`src/rtl/md_pkg.sv`:
```
// Shared definitions for the multiply/divide sequencer: FSM states,
// decode constants and the status values written to rstatus.
package md_pkg;

   typedef enum logic [1:0] {
      ST_IDLE  = 2'd0,
      ST_ISSUE = 2'd1,
      ST_BUSY  = 2'd2,
      ST_DONE  = 2'd3
   } md_state_t;

   localparam logic [4:0]  OP_RTYPE    = 5'b00000;
   localparam logic [4:0]  AOP_MUL     = 5'b00110;
   localparam logic [4:0]  AOP_DIV     = 5'b00111;
   localparam logic [4:0]  RSTATUS_REG = 5'd30;
   localparam logic [31:0] EXC_MUL     = 32'd4;
   localparam logic [31:0] EXC_DIV     = 32'd5;

endpackage

```
`src/rtl/md_cycle_counter.sv`:
```
// Busy-cycle counter for the sequencer; flags the last cycle before the
// operation is abandoned.
module md_cycle_counter
   import md_pkg::*;
#(
   parameter int CNT_W          = 6,
   parameter int TIMEOUT_CYCLES = 40
) (
   input  logic clock,
   input  logic reset,
   input  logic clear,
   input  logic enable,
   output logic terminal
);

   logic [CNT_W-1:0] count_reg;

   always_ff @(posedge clock or negedge reset) begin
      if (!reset) begin
         count_reg <= '0;
      end else if (clear) begin
         count_reg <= '0;
      end else if (enable) begin
         count_reg <= count_reg + 1'b1;
      end
   end

   assign terminal = (count_reg == CNT_W'(TIMEOUT_CYCLES - 1));

endmodule

```
`src/rtl/md_sequencer.sv`:
```
// Execute-stage sequencer for the shared multi-cycle multiply/divide unit:
// issues a start pulse, stalls until ready or timeout, then writes back once.
module md_sequencer
   import md_pkg::*;
#(
   parameter int TIMEOUT_CYCLES = 40,
   parameter int CNT_W          = 6
) (
   input  logic        clock,
   input  logic        reset,
   input  logic        valid,
   input  logic [4:0]  opcode,
   input  logic [4:0]  aluop,
   input  logic [4:0]  rd,
   input  logic [31:0] operandA,
   input  logic [31:0] operandB,
   input  logic        flush,
   output logic        md_ctrl_mult,
   output logic        md_ctrl_div,
   output logic [31:0] md_opA,
   output logic [31:0] md_opB,
   input  logic [31:0] md_result,
   input  logic        md_exception,
   input  logic        md_resultRDY,
   output logic        stall,
   output logic        wb_valid,
   output logic [4:0]  wb_rd,
   output logic [31:0] wb_data,
   output logic        timeout
);

   md_state_t   state_reg, state_next;
   logic        op_div_reg;
   logic [4:0]  rd_reg;
   logic [31:0] result_reg;
   logic        exc_reg;

   logic md_req, accept, capture, cnt_clear, cnt_en, terminal;

   assign md_req = valid & (opcode == OP_RTYPE) & ((aluop == AOP_MUL) | (aluop == AOP_DIV));

   md_cycle_counter #(
      .CNT_W          (CNT_W),
      .TIMEOUT_CYCLES (TIMEOUT_CYCLES)
   ) u_counter (
      .clock    (clock),
      .reset    (reset),
      .clear    (cnt_clear),
      .enable   (cnt_en),
      .terminal (terminal)
   );

   always_ff @(posedge clock or negedge reset) begin
      if (!reset) begin
         state_reg <= ST_IDLE;
      end else begin
         state_reg <= state_next;
      end
   end

   always_comb begin
      state_next   = state_reg;
      stall        = 1'b0;
      md_ctrl_mult = 1'b0;
      md_ctrl_div  = 1'b0;
      timeout      = 1'b0;
      wb_valid     = 1'b0;
      wb_rd        = '0;
      wb_data      = '0;
      accept       = 1'b0;
      capture      = 1'b0;
      cnt_clear    = 1'b0;
      cnt_en       = 1'b0;
      case (state_reg)
         ST_IDLE: begin
            // The reset term keeps the combinational stall low while reset is held.
            if (md_req && !flush && reset) begin
               stall      = 1'b1;
               accept     = 1'b1;
               state_next = ST_ISSUE;
            end
         end
         ST_ISSUE: begin
            stall        = 1'b1;
            cnt_clear    = 1'b1;
            md_ctrl_mult = ~op_div_reg;
            md_ctrl_div  = op_div_reg;
            state_next   = flush ? ST_IDLE : ST_BUSY;
         end
         ST_BUSY: begin
            stall  = 1'b1;
            cnt_en = 1'b1;
            if (flush) begin
               state_next = ST_IDLE;
            end else if (md_resultRDY) begin
               capture    = 1'b1;
               state_next = ST_DONE;
            end else if (terminal) begin
               timeout    = 1'b1;
               state_next = ST_DONE;
            end
         end
         ST_DONE: begin
            state_next = ST_IDLE;
            if (exc_reg) begin
               wb_valid = 1'b1;
               wb_rd    = RSTATUS_REG;
               wb_data  = op_div_reg ? EXC_DIV : EXC_MUL;
            end else begin
               wb_valid = (rd_reg != 5'd0);
               wb_rd    = rd_reg;
               wb_data  = result_reg;
            end
         end
         default: state_next = ST_IDLE;
      endcase
   end

   always_ff @(posedge clock or negedge reset) begin
      if (!reset) begin
         md_opA     <= '0;
         md_opB     <= '0;
         rd_reg     <= '0;
         op_div_reg <= 1'b0;
         result_reg <= '0;
         exc_reg    <= 1'b0;
      end else begin
         if (accept) begin
            md_opA     <= operandA;
            md_opB     <= operandB;
            rd_reg     <= rd;
            op_div_reg <= (aluop == AOP_DIV);
         end
         // Every path into DONE rewrites exc_reg, so no stale flag survives.
         if (capture) begin
            result_reg <= md_result;
            exc_reg    <= md_exception;
         end else if (timeout) begin
            exc_reg <= 1'b1;
         end
      end
   end

endmodule

```
`config.mk`:
```
export PLATFORM = sky130hd
export DESIGN_NAME = md_sequencer
export DESIGN_NICKNAME = d
export VERILOG_FILES = /design/src/rtl/md_pkg.sv /design/src/rtl/md_cycle_counter.sv /design/src/rtl/md_sequencer.sv
export SDC_FILE = /design/constraint.sdc
export NUM_CORES = 1
export LEC_CHECK = 0
export CORE_ASPECT_RATIO = 1.5
export CORE_UTILIZATION = 31
export DETAILED_ROUTE_END_ITERATION = 8
export PLACE_DENSITY = 0.72
export RECOVER_POWER = 25
export SLEW_MARGIN = 25
export SYNTH_ARGS = -nofsm -noshare
export SYNTH_HDL_FRONTEND = slang
export SYNTH_SLANG_ARGS = --single-unit
export TNS_END_PERCENT = 100
```
`constraint.sdc`:
```
create_clock -name clock -period 1.9 [get_ports clock]
set_clock_uncertainty 0.05 [all_clocks]
set_input_delay 0.38 -clock clock [delete_from_list [all_inputs] [get_ports clock]]
set_output_delay 0.38 -clock clock [all_outputs]
set_load 0.05 [all_outputs]
```
==> reports/metrics.cfg <==
[status]
status = finished, violations left
violations = negative setup slack

[clocking]
insertion_delay_ps = 340
path_clk_slew_ps = 80
cts_buffers = 9
cts_tree = done
h-tree-depth = 3
cts_root_buf = clkbuf_16
clk_path_buf_depth = 2
cts_sinks = 111

[synthesis]
synthAdderAreaFrac = 0.0152
ys_ff_latch = 111
synth-simple-area-share = 0.0795
syn-num-nets = 444
avgSynthCellArea_um2 = 15.4
synthCells = 321
ys_types = 31
synth_mux_area_frac = 0.289
synth_xor_xnor_area_share = 0.00354
synth_compound_area_frac = 0.0253
synth_top_family_by_area = multiplexers
synth_area_mm2 = 0.00494
seq_area_frac_synth = 0.562
yosysWarnings = 0

[hold_path]
hold_depth = 1
min_delay_worst_endpoint = result_reg[14]
min_from = result_reg[14]
hold_class = reg -> reg

[placement]
finalWeightedCongestion = 0.717
dp_cells = 744
hpwl_um = 8940
portBuffers = 222
place_area_mm2 = 0.00781

[sta]
slew_violations = 0
final.min_clock_period_ps = 2130
clock.fmax_mhz = 470
relSlewSlack = 0.0253
rsz0062_at_grt = yes
timing.final.ws_setup_ps = -228
finalSetupViolCount = 34
tns_ps = -5960
worstMarginPinSlew_ps = 1460
finalCritPeriodShare = 1.12
hold_viol_final = 0

[cells_and_area]
layout.cells.non_filler = 771
drive_gt1_frac = 0.526
finalNetCount = 686
syn2layout_area_growth_pct = 68.3
fin_util = 0.532
multi_input_area_mm2 = 0.00221
num-fill-cells = 1309
antennaDiodeCount = 0
regArea_mm2 = 0.00278
final_area_mm2 = 0.00832

[pwr]
p_clk_frac = 0.274
powerDensity_mw_per_mm2 = 884
leakage_uw = 0.00414
combPwrFrac = 0.315
switchingPower_uw = 2160
seqPwrFrac = 0.411
p_int_uw = 5190
fin_total_pwr_uw = 7360
peakVddDrop_uv = 611
switching_share = 0.294

[global_route]
first_global_vias = 3642
grt_max_degree = 112
busiest_layer = met2
use_met1 = 0.171
grt_usage = 0.147
grt_pass1_wl_um = 18900
grt_overflow = 0
use_met2 = 0.269
globalRouteMet3Util = 0.0304
antenna_found_initial = 0

[critical_path]
setup.worst_path.start = state_reg[0]
cp_slowest_cell = dfrtp_1
rrSetupSlack_ps = 80
max_stage_delay_ps = 410
cp.required_ps = 1470
critPathCaptureType = output pin
worst_setup_path_start_kind = register
path_cells = inv_2 -> ha_4 -> or3b_4 -> nor3_4 -> buf_12
critPathKind = reg -> out
r2r-start = state_reg[0]
arrival_ps = 1700
critical_path_peak_fanout = 3
reg2reg_to = md_opB[25]
ff2ff_path_depth = 7

[die]
ios = 223
die_h_um = 157
rows = 56
die_area_mm2 = 0.0165
fp.coreArea_mm2 = 0.0156
start_util = 0.316
die_w_um = 105

[detailed_routing]
drt_wl_total_um = 12200
route.detailed.drc = 0
num_vias = 3405
wl_per_cell_um = 15.9
antenna_left = 0
drtIter0Drc = 92
first_pass_iters = 4
via_per_inst = 4.42

[flow_run]
drv_cap = 0

stage by stage:
| stage | worst slack [ps] | hold slack, ps |
|---|---|---|
| 3_5_place_dp | -395 | 444 |
| 6_report | -228 | 456 |
| 2_1_floorplan | -49.4 | 34.4 |
| 5_1_grt | -316 | 477 |
| 4_1_cts | -256 | 112 |
| 3_3_place_gp | -358 | 430 |
worst max-delay path: cells and delay by family (launching register included):
kind / cells / cell delay (ps)
flops: 1 / 410
simple gates: 2 / 570
fa+ha+maj: 1 / 130
buf+inv: 2 / 260
cell type report:
class	count	area share
multi-input cells	192	0.266
repair buffers	246	0.329
inverters	3	0.00165
clock inverters	5	0.00872
clock buffers	11	0.0304
flip-flops and latches	111	0.334
well taps	203	0.0305
how the worst max path moves through the flow:
stage                  endpoint  slack [ps]  cells after the start
floorplan               timeout         -50                      4
CTS                 wb_data[31]        -260                      5
global route            timeout        -320                      5
global placement      md_opA[4]        -360                      5
finish                  timeout        -230                      5
detailed placement   md_opA[30]        -390                      5
Yosys cell counts:
| cell | instances | share of area |
|---|---|---|
| buf_2 | 3 | 0.0030 |
| o2bb2ai_1 | 2 | 0.0035 |
| nand2_1 | 5 | 0.0038 |
| xor2_1 | 1 | 0.0018 |
| nand4b_1 | 1 | 0.0018 |
| clkbuf_1 | 5 | 0.0038 |
| mux2_2 | 35 | 0.080 |
| o21ai_0 | 2 | 0.0020 |
| ha_1 | 6 | 0.015 |
| o21a_1 | 5 | 0.0076 |
| nand4_1 | 1 | 0.0013 |
| a21oi_1 | 5 | 0.0051 |
| a2bb2oi_1 | 2 | 0.0035 |
| nand3_1 | 2 | 0.0020 |
| inv_1 | 3 | 0.0023 |
| or3b_2 | 1 | 0.0018 |
| and2_1 | 32 | 0.041 |
| buf_6 | 7 | 0.016 |
| or4_1 | 1 | 0.0015 |
| nor3_1 | 2 | 0.0020 |
| and4bb_2 | 2 | 0.0051 |
| mux2_4 | 67 | 0.20 |
| nand4_4 | 1 | 0.0043 |
| nor2b_1 | 4 | 0.0051 |
| nor2_1 | 8 | 0.0061 |
| a22o_1 | 1 | 0.0018 |
| nor4_4 | 1 | 0.0043 |
| xnor2_1 | 1 | 0.0018 |
| dfrtp_1 | 111 | 0.56 |
| o31a_1 | 1 | 0.0018 |
| mux2i_1 | 3 | 0.0061 |
routing by layer:
layer  vias to the layer above  wire length, µm
met5                         -                0
met4                         0              189
met1                      1661             4690
met3                        13              579
met2                       135             6790
li1                       1596                -
power by group through the flow:
stage          logic (µW)  clock network [µW]  registers (µW)
3_5_place_dp         2140                   0            3060
2_1_floorplan        1170                   0            3020
5_1_grt              2470                2170            3080
6_report             2320                2010            3020
3_3_place_gp         2100                   0            3020
4_1_cts              2250                2100            3010
cells by family (layout without fill, tap and decap cells):
kind of cell / count (synthesis) / after routing
flops: 111 / 111
xor+xnor: 2 / 2
buf+inv: 18 / 265
mux: 105 / 105
compound gates: 18 / 18
fa+ha+maj: 6 / 6
simple gates: 61 / 61
placed cells by master, fill, tap and decap left out, drive strengths merged, types with 6 or more instances in the layout:
master         instances
mux2                 102
and2                  32
ha                     6
nor2                   8
clkbuf                15
inv                    6
clkdlybuf4s50        107
dlygate4sd2            8
buf                  127
dfrtp                111
repair_timing:
action,CTS,global route
resized for setup,18,13
pin swaps,7,1
hold buffers,0,0
gates cloned,0,2
setup buffers,7,2
setup endpoints to repair,62,103
No activity file was read; power rests on OpenSTA's default activity.
